## src/rtl/keypad_pkg.sv

```systemverilog
// Shared definitions for the keypad entry path: key codes, scanner states
// and the row/column to key-code map.
package keypad_pkg;

    localparam logic [3:0] KEY_ENTER = 4'hF;
    localparam logic [3:0] KEY_BKSP  = 4'hE;
    localparam logic [3:0] KEY_CLR   = 4'hC;

    typedef enum logic [1:0] {
        SCAN     = 2'd0,
        PRESS_DB = 2'd1,
        HELD     = 2'd2,
        REL_DB   = 2'd3
    } scan_state_t;

    function automatic logic [3:0] key_lookup(input logic [1:0] row, input logic [1:0] col);
        logic [3:0] code;
        case ({row, col})
            4'b00_00: code = 4'h1;
            4'b00_01: code = 4'h2;
            4'b00_10: code = 4'h3;
            4'b00_11: code = 4'hA;
            4'b01_00: code = 4'h4;
            4'b01_01: code = 4'h5;
            4'b01_10: code = 4'h6;
            4'b01_11: code = 4'hB;
            4'b10_00: code = 4'h7;
            4'b10_01: code = 4'h8;
            4'b10_10: code = 4'h9;
            4'b10_11: code = 4'hC;
            4'b11_00: code = 4'hE;
            4'b11_01: code = 4'h0;
            4'b11_10: code = 4'hF;
            default:  code = 4'hD;
        endcase
        return code;
    endfunction

endpackage

```

## src/rtl/keypad_scanner.sv

```systemverilog
// Column scan, row synchroniser and press/release debounce for a 4x4 keypad.
// Emits a one-cycle press pulse with the decoded key code.
module keypad_scanner
    import keypad_pkg::*;
#(
    parameter int SCAN_DIV_W   = 15,
    parameter int DEBOUNCE_CNT = 500000
) (
    input  logic       clk,
    input  logic       rst,
    input  logic [3:0] key_row,
    output logic [3:0] key_col,
    output logic       press,
    output logic [3:0] press_code
);

    localparam int DB_W = (DEBOUNCE_CNT > 1) ? $clog2(DEBOUNCE_CNT) : 1;
    localparam logic [DB_W-1:0] DB_LAST = DB_W'(DEBOUNCE_CNT - 1);

    logic [3:0]            row_meta_reg;
    logic [3:0]            rs_reg;
    logic [SCAN_DIV_W-1:0] scan_cnt_reg;
    logic [3:0]            col_reg;
    logic [DB_W-1:0]       db_cnt_reg;
    scan_state_t           state_reg;
    logic [1:0]            cap_row_reg;
    logic [1:0]            cap_col_reg;
    logic                  armed_reg;
    logic [1:0]            idle_cols_reg;
    logic                  press_reg;
    logic [3:0]            press_code_reg;

    logic [1:0] low_row;
    logic [1:0] col_idx;
    logic [3:0] col_next;

    always_comb begin
        low_row = 2'd3;
        if (!rs_reg[0])      low_row = 2'd0;
        else if (!rs_reg[1]) low_row = 2'd1;
        else if (!rs_reg[2]) low_row = 2'd2;
        case (col_reg)
            4'b1101: col_idx = 2'd1;
            4'b1011: col_idx = 2'd2;
            4'b0111: col_idx = 2'd3;
            default: col_idx = 2'd0;
        endcase
        col_next = {col_reg[2:0], col_reg[3]};
    end

    // Until the pad has been seen idle (four empty columns or a full release),
    // a detected key is tracked silently so a key held through reset is never reported.
    always_ff @(posedge clk) begin
        if (rst) begin
            row_meta_reg   <= 4'hF;
            rs_reg         <= 4'hF;
            scan_cnt_reg   <= '0;
            col_reg        <= 4'b1110;
            db_cnt_reg     <= '0;
            state_reg      <= SCAN;
            cap_row_reg    <= 2'd0;
            cap_col_reg    <= 2'd0;
            armed_reg      <= 1'b0;
            idle_cols_reg  <= 2'd0;
            press_reg      <= 1'b0;
            press_code_reg <= 4'h0;
        end else begin
            row_meta_reg <= key_row;
            rs_reg       <= row_meta_reg;
            press_reg    <= 1'b0;
            case (state_reg)
                SCAN: begin
                    scan_cnt_reg <= scan_cnt_reg + 1'b1;
                    if (&scan_cnt_reg) begin
                        if (rs_reg != 4'hF) begin
                            cap_row_reg <= low_row;
                            cap_col_reg <= col_idx;
                            db_cnt_reg  <= '0;
                            state_reg   <= armed_reg ? PRESS_DB : HELD;
                        end else begin
                            col_reg <= col_next;
                            if (!armed_reg) begin
                                idle_cols_reg <= idle_cols_reg + 1'b1;
                                if (idle_cols_reg == 2'd3) armed_reg <= 1'b1;
                            end
                        end
                    end
                end
                PRESS_DB: begin
                    if (rs_reg[cap_row_reg]) begin
                        state_reg    <= SCAN;
                        col_reg      <= col_next;
                        scan_cnt_reg <= '0;
                    end else if (db_cnt_reg == DB_LAST) begin
                        state_reg      <= HELD;
                        press_reg      <= 1'b1;
                        press_code_reg <= key_lookup(cap_row_reg, cap_col_reg);
                    end else begin
                        db_cnt_reg <= db_cnt_reg + 1'b1;
                    end
                end
                HELD: begin
                    if (rs_reg == 4'hF) begin
                        db_cnt_reg <= '0;
                        state_reg  <= REL_DB;
                    end
                end
                REL_DB: begin
                    if (rs_reg != 4'hF) begin
                        state_reg <= HELD;
                    end else if (db_cnt_reg == DB_LAST) begin
                        state_reg    <= SCAN;
                        armed_reg    <= 1'b1;
                        col_reg      <= col_next;
                        scan_cnt_reg <= '0;
                    end else begin
                        db_cnt_reg <= db_cnt_reg + 1'b1;
                    end
                end
                default: state_reg <= SCAN;
            endcase
        end
    end

    assign key_col    = col_reg;
    assign press      = press_reg;
    assign press_code = press_code_reg;

endmodule

```

## src/rtl/keypad_entry.sv

```systemverilog
// Keypad numeric entry: builds a decimal number from keystrokes into a
// 28-bit binary word and commits it on enter.
module keypad_entry
    import keypad_pkg::*;
#(
    parameter int SCAN_DIV_W   = 15,
    parameter int DEBOUNCE_CNT = 500000,
    parameter int MAX_DIGITS   = 8
) (
    input  logic        clk,
    input  logic        rst,
    input  logic [3:0]  key_row,
    output logic [3:0]  key_col,
    output logic [27:0] entry,
    output logic [3:0]  entry_digits,
    output logic [27:0] value,
    output logic        value_valid,
    output logic [3:0]  key_code,
    output logic        key_strobe
);

    logic       press;
    logic [3:0] press_code;

    logic [27:0] entry_reg;
    logic [3:0]  digits_reg;
    logic [27:0] value_reg;
    logic        value_valid_reg;
    logic [3:0]  key_code_reg;
    logic        key_strobe_reg;

    keypad_scanner #(
        .SCAN_DIV_W   (SCAN_DIV_W),
        .DEBOUNCE_CNT (DEBOUNCE_CNT)
    ) u_scanner (
        .clk        (clk),
        .rst        (rst),
        .key_row    (key_row),
        .key_col    (key_col),
        .press      (press),
        .press_code (press_code)
    );

    always_ff @(posedge clk) begin
        if (rst) begin
            entry_reg       <= '0;
            digits_reg      <= '0;
            value_reg       <= '0;
            value_valid_reg <= 1'b0;
            key_code_reg    <= 4'h0;
            key_strobe_reg  <= 1'b0;
        end else begin
            key_strobe_reg  <= 1'b0;
            value_valid_reg <= 1'b0;
            if (press) begin
                key_strobe_reg <= 1'b1;
                key_code_reg   <= press_code;
                if (press_code <= 4'd9) begin
                    // Excess digits are dropped rather than wrapping the word.
                    if (digits_reg < 4'(MAX_DIGITS)) begin
                        entry_reg  <= entry_reg * 28'd10 + 28'(press_code);
                        digits_reg <= digits_reg + 1'b1;
                    end
                end else begin
                    case (press_code)
                        KEY_ENTER: begin
                            value_reg       <= entry_reg;
                            value_valid_reg <= 1'b1;
                            entry_reg       <= '0;
                            digits_reg      <= '0;
                        end
                        KEY_BKSP: begin
                            entry_reg <= entry_reg / 28'd10;
                            if (digits_reg != 4'd0) digits_reg <= digits_reg - 1'b1;
                        end
                        KEY_CLR: begin
                            entry_reg  <= '0;
                            digits_reg <= '0;
                        end
                        default: ;
                    endcase
                end
            end
        end
    end

    assign entry        = entry_reg;
    assign entry_digits = digits_reg;
    assign value        = value_reg;
    assign value_valid  = value_valid_reg;
    assign key_code     = key_code_reg;
    assign key_strobe   = key_strobe_reg;

endmodule

```

## config.mk

```make
export PLATFORM = sky130hd
export DESIGN_NAME = keypad_entry
export DESIGN_NICKNAME = d
export VERILOG_FILES = /design/src/rtl/keypad_pkg.sv /design/src/rtl/keypad_scanner.sv /design/src/rtl/keypad_entry.sv
export SDC_FILE = /design/constraint.sdc
export NUM_CORES = 1
export LEC_CHECK = 0
export ABC_AREA = 1
export CAP_MARGIN = 10
export CORE_UTILIZATION = 45
export CTS_CLUSTER_SIZE = 25
export DETAILED_ROUTE_END_ITERATION = 7
export SLEW_MARGIN = 20
export SYNTH_ARGS = -nofsm -noshare
export SYNTH_HDL_FRONTEND = slang
export SYNTH_HIERARCHICAL = 1
export SYNTH_SLANG_ARGS = --single-unit
```

## constraint.sdc

```tcl
create_clock -name clk -period 10.88 [get_ports clk]
set_input_delay 2.176 -clock clk [delete_from_list [all_inputs] [get_ports clk]]
set_output_delay 2.176 -clock clk [all_outputs]
set_load 0.01 [all_outputs]
```

# Word level (Yosys, flattened, before mapping)
# Memories as Yosys holds them, arrays and structs flattened. A register that Yosys moved wholly into a read port is not among the register bits.
# Cells that the tools add are included.
# word_totals
mem_bits_ro	64
memories	1
input_bits	6
register_bits	122
output_inout_bits	70
# op_classes
n_div	1
n_bitwise	6
eq_ne	25
muxes	49
n_lt_le_gt_ge	3
n_reduce_logical	20
addsub	6
multipliers	1
# mem_list
memory	depth	word_bits	rd	rd_ports_with_merged_regs	write_ports	line	source
(no name shown)	16	4	1	1	0	keypad_pkg.sv:18	case ({row, col})
# ops
operator	count
19-bit 2-to-1 mux	6
19-bit case mux with 4 select lines	1
28-bit 2-to-1 mux	2
28-bit case mux with 2 select lines	1
15-bit 2-to-1 mux	3
15-bit case mux with 3 select lines	1
4-bit 2-to-1 mux	8
28-bit by 4-bit adder with 28-bit output	1
28-bit by 4-bit divider with 28-bit output (second input constant)	1
28-bit by 3-bit multiplier with 27-bit output (second input constant)	1
4-bit == test (second input constant)	6
2-bit 2-to-1 mux	10
19-bit by 1-bit adder with 19-bit output (second input constant)	1
19-bit == test (second input constant)	1
18-bit AND reduction	1
17-bit AND reduction	1
15-bit by 1-bit adder with 15-bit output (second input constant)	1
15-bit AND reduction	1
5-bit AND reduction	3
2-bit by 1-bit != test with 1-bit output (second input constant)	6
4-bit case mux with 3 select lines	1
1-bit 2-to-1 mux	11
3-bit AND reduction	3
2-bit case mux with 4 select lines	1
other kinds (26)	39

# Depth between registers and ports, before layout
# logic_depth
ltp_word	6
mapped_depth	111
mapped_depth_nobuf	111

# Modules after synthesis
# The synthesis kept the hierarchy.
# by_module_without_submodules
mod	instances	area_per_inst_um2	seq_area_each_um2	cells_each
keypad_entry	1	6583.8	1321.3	1005
keypad_scanner	1	3601.0	1201.2	550

# Worst setup path before layout
# OpenSTA, ideal clock, no wires.
# synth_timing
path_kind	register -> register
start	register entry_reg[25], in the netlist entry[25]
end	register entry_reg[0], in the netlist entry[0]
setup_slack_ns	3.043
setup_time_ns	0.131
t_arrival_ns	7.706
path_stages_with_launch	97
path_buffers	0
path_cell_list	dfxtp_1 inv_1 nand3_2 nand3_2 nand2_2 nand2_2 nand2_1 nand3_2 nand2_4 inv_2 nor2_4 clkinv_1 nand3_1 nand3_4 nand2_4 nand2_4 nand2_2 nand2_2 (+61 left out) inv_2 nand2_2 nand2_1 nand2_1 nand2_2 inv_2 nand2_2 nand2_1 nand2_1 nand2_2 inv_2 nand2_2 nand2_1 nand2_1 nand3_1 nand2_1 nand2_1 a21oi_2
# synth_between
elab_chain_cells	3
# synth_rtl
item	line	source
from (decl)	keypad_entry.sv:25	logic [27:0] entry_reg;
from (signal assigned)	keypad_entry.sv:61	entry_reg <= entry_reg * 28'd10 + 28'(press_code);
from (signal assigned)	keypad_entry.sv:73	entry_reg <= entry_reg / 28'd10;
28-bit by 4-bit divider with 28-bit output	keypad_entry.sv:73	
28-bit case mux with 2 select lines	keypad_entry.sv:65	case (press_code)
28-bit 2-to-1 mux	keypad_entry.sv:58	if (press_code <= 4'd9) begin
# Every way passes these cells.
# A chain may end at the register's enable or synchronous reset.

# Worst setup path after layout
# layout_timing
start	register entry_reg[24], in the netlist entry[24]
end	register entry_reg[0], in the netlist entry[0]
# The elaborated chain is that of the path after synthesis.

==> run metrics <==
vertical die dimension=152 um; FILL cells=2236; Hold Vio Cnt, Final=0; routed length per instance=13.1 um; Final Slew Violations=0; wire length of the first global-routing pass=43.0 mm; DR vias/cell=5.08; mapped cell area=10200 um2; antenna viol nets, final=0; EDFF count, synth=0; part of the cycle the worst path needs=81.8%; CP endpoint kind=flop; vias in the first global route=9191; Async S/R FF share, synth=0%; clock root buffer=clkbuf_16; H-Tree Level Count=4; total area of sequential cells=2520 um2; count of instances resized after the clock tree is built=0; routed wire length on met2=12.0 mm; critical path endpoint=entry[0]$_SDFFE_PP0P_; starting density of the core=46.2%; drt first pass iters=8; critical path startpoint category=flop; unrepaired setup endpoints after global routing=false; outcome=finished, violations left; Clock Path Buffers=2; Post-CTS Repair Setup Buffers=0; Least-Margin Pin Slew=1090 ps; grt ovf=0; Synth cell types=50; Final Setup Violations=0; number of buffers inserted by port buffering=75; depth of the critical timing path with buffers and inverters included=96; CP max-delay cell=dfxtp_1; start point of the critical path=entry[24]$_SDFFE_PP0P_; source of the worst register-to-register timing path=entry[24]$_SDFFE_PP0P_; post-synth net total=1623; 1st-iter DRT viols=310; final setup skew=13.3 ps; maximum fanout along the worst path=8; reg2reg path depth=96; highest cell delay on the worst timing path=510 ps; Layout area overhead=15.1%; Power Dens Cells=95.4 nW/um2; Nets=1681; Worst Setup Path Type=reg -> reg; Max Used Layer=met4; number of warning messages in the yosys log=6; Final Cell Area=11700 um2; vias post-DR=9686; DRC violations left=3; Final Critical Period=8900 ps; maximum number of pins on one net before global-route repair=71; number of max-capacitance violations reported=0; buffers plus inverters on the worst setup path=5; highest attainable clock frequency=0.112 GHz; routability congestion estimate=0.890; share of final-layout standard cells stronger than drive strength 1=13.2%; setup TNS after final layout=0 ps; hold buffer count at CTS=0; maximum resistive drop on vdd=0.0981 mV; I/O pins=76; met3 WL post-DR=603 um; mean instance size in the synthesized netlist=6.55 um2; number of rows in the core area=54; die area=23200 um2; CTS Buf Count=17; total routing usage reported by global routing=22.3%; number of antenna violations at the first check in global routing=0; cells after synthesis=1555; die width=152 um; final routed wirelength across all metal layers=25.0 mm; reported leakage power=5.35 nW; Multi-input gate area=6690 um2; relative max-transition margin=27.1%; clock-pin slew on the worst setup and hold paths=70 ps; cell repeated most along the worst path=nand2_2; failing checks=DRC; CP required=11160 ps; Detailed Place HPWL=17.9 mm; worst reg-to-reg setup slack=1980 ps; reg-to-reg endpoint=entry[0]$_SDFFE_PP0P_; met1 WL=12.1 mm; number of synthesized register bits=126; clock sinks=126; worst min path class=reg -> reg; Seq/Total Area, Yosys=24.8%; floorplan core area=22000 um2; clock tree from TritonCTS=done; count of inserted antenna diode cells=0; commonest register cell after synthesis=dfxtp_1; Worst EP arrival=9180 ps; dpl cell area=11100 um2; cell family with most CP delay=simple AND/OR/NAND/NOR gates; Worst-Skew Late Latency=430 ps
-- metal layers --
metal | global-route usage, % | up-vias
li1 | - | 5197
met1 | 27.9 | 4379
met2 | 39.3 | 90
met3 | 3.58 | 20
met4 | 6.25 | 0
met5 | 0 | -
-- cell type report --
class,instances,share of cell area [%]
multi-input cells,1194,57.1
flip-flops and latches,126,21.5
clock inverters,11,1.53
repair buffers,80,6.68
inverters,194,6.25
well taps,280,2.99
clock buffers,21,3.93
-- report_power, final --
group | leakage (nW) | internal (mW) | total [mW] | switching (mW)
Clock | 0.305 | 0.399 | 0.635 | 0.235
Combinational | 4.03 | 0.00553 | 0.0185 | 0.0130
Sequential | 1.02 | 0.464 | 0.466 | 0.00189
-- cell usage after synthesis (3+ instances only) --
library cell  number  area [um2]
buf_6              6        67.6
o21ai_2            3        26.3
nand3_2           29         290
nand3_1          115         576
a31oi_1           21         131
nor2_2             5        31.3
o22ai_1            3        18.8
clkinv_1           5        18.8
nand4_1           21         131
ha_1              60         751
nor2_1           132         495
inv_2             23        86.3
nand2_1          379        1420
clkbuf_1          25        93.8
clkinv_2           3        15.0
clkbuf_8           3        41.3
xor2_1            40         350
dfxtp_1          126        2520
o21bai_1          10        75.1
a211oi_1           6        45.0
nand2_2           65         407
or2_2             12        75.1
nand2_4           20         225
a21oi_2            5        43.8
inv_1            163         612
nor2_4             5        56.3
o21ai_0           78         390
a221oi_1          14         123
o21ai_1            5        25.0
a21oi_1          118         591
xnor2_1           17         149
nor3_1            13        65.1
-- worst min path at each step --
stage                                           endpoint  slack [ps]  cells past startpoint                                 start
after floorplan           u_scanner/rs_reg[0]$_SDFF_PP1_         390                      1  u_scanner/row_meta_reg[0]$_SDFF_PP1_
after global placement    u_scanner/rs_reg[3]$_SDFF_PP1_         390                      1  u_scanner/row_meta_reg[3]$_SDFF_PP1_
after detailed placement  u_scanner/rs_reg[1]$_SDFF_PP1_         400                      1  u_scanner/row_meta_reg[1]$_SDFF_PP1_
after CTS                 u_scanner/rs_reg[3]$_SDFF_PP1_         410                      1  u_scanner/row_meta_reg[3]$_SDFF_PP1_
after global routing      u_scanner/rs_reg[1]$_SDFF_PP1_         430                      1  u_scanner/row_meta_reg[1]$_SDFF_PP1_
final                     u_scanner/rs_reg[3]$_SDFF_PP1_         410                      1  u_scanner/row_meta_reg[3]$_SDFF_PP1_
-- through the flow --
stage | hold WS [ps] | worst slack (ps) | total power [mW] | util, % | cells
after floorplan | 389 | 3040 | 0.489 | - | 1555
after CTS | 412 | 2010 | 1.13 | 53.2 | 1906
after global routing | 433 | 794 | 1.16 | 53.2 | 1906
after global placement | 393 | 2340 | 0.495 | 50.3 | 1874
after detailed placement | 397 | 2070 | 0.495 | 50.3 | 1874
final | 408 | 1980 | 1.12 | 53.2 | 1906
-- worst reg2reg max path, delay by kind of cell, from the launching register on --
kind / cells / cell delay [ps]
AO/OA/AOI/OAI: 3 / 440
buffers and inverters: 5 / 450
flip-flops: 1 / 510
AND/OR/NAND/NOR: 88 / 7350
-- cell usage in the layout (no fill, tap or decap), drive strengths merged --
cell	instances
nand2	464
inv	189
nand3	146
nor2	142
dfxtp	126
a21oi	123
o21ai	86
clkdlybuf4s50	74
ha	60
xor2	40
nand4	21
a31oi	21
clkbuf	21
xnor2	17
a221oi	14
nor3	14
or2	12
o21bai	11
clkinv	10
a211oi	6
buf	6
bufinv	4
o22ai	3
nand3b	2
fa	2
clkinvlp	2
nor3b	2
a31o	2
nand2b	1
and2	1
a21o	1
o311ai	1
a22o	1
a21boi	1
-- cells by family (layout without fill, tap and decap cells) --
| group | Yosys count | after routing | synth area share (%) |
|---|---|---|---|
| DFF | 126 | 126 | 24.8 |
| xor gates and xnor gates | 57 | 57 | 4.90 |
| buffers and inverters | 235 | 306 | 9.58 |
| AOI/OAI and AO/OA | 270 | 270 | 15.1 |
| adders and majority gates | 62 | 62 | 7.76 |
| and+or+nand+nor | 805 | 805 | 37.9 |
Note: power is estimated with default switching activity, not from simulation.
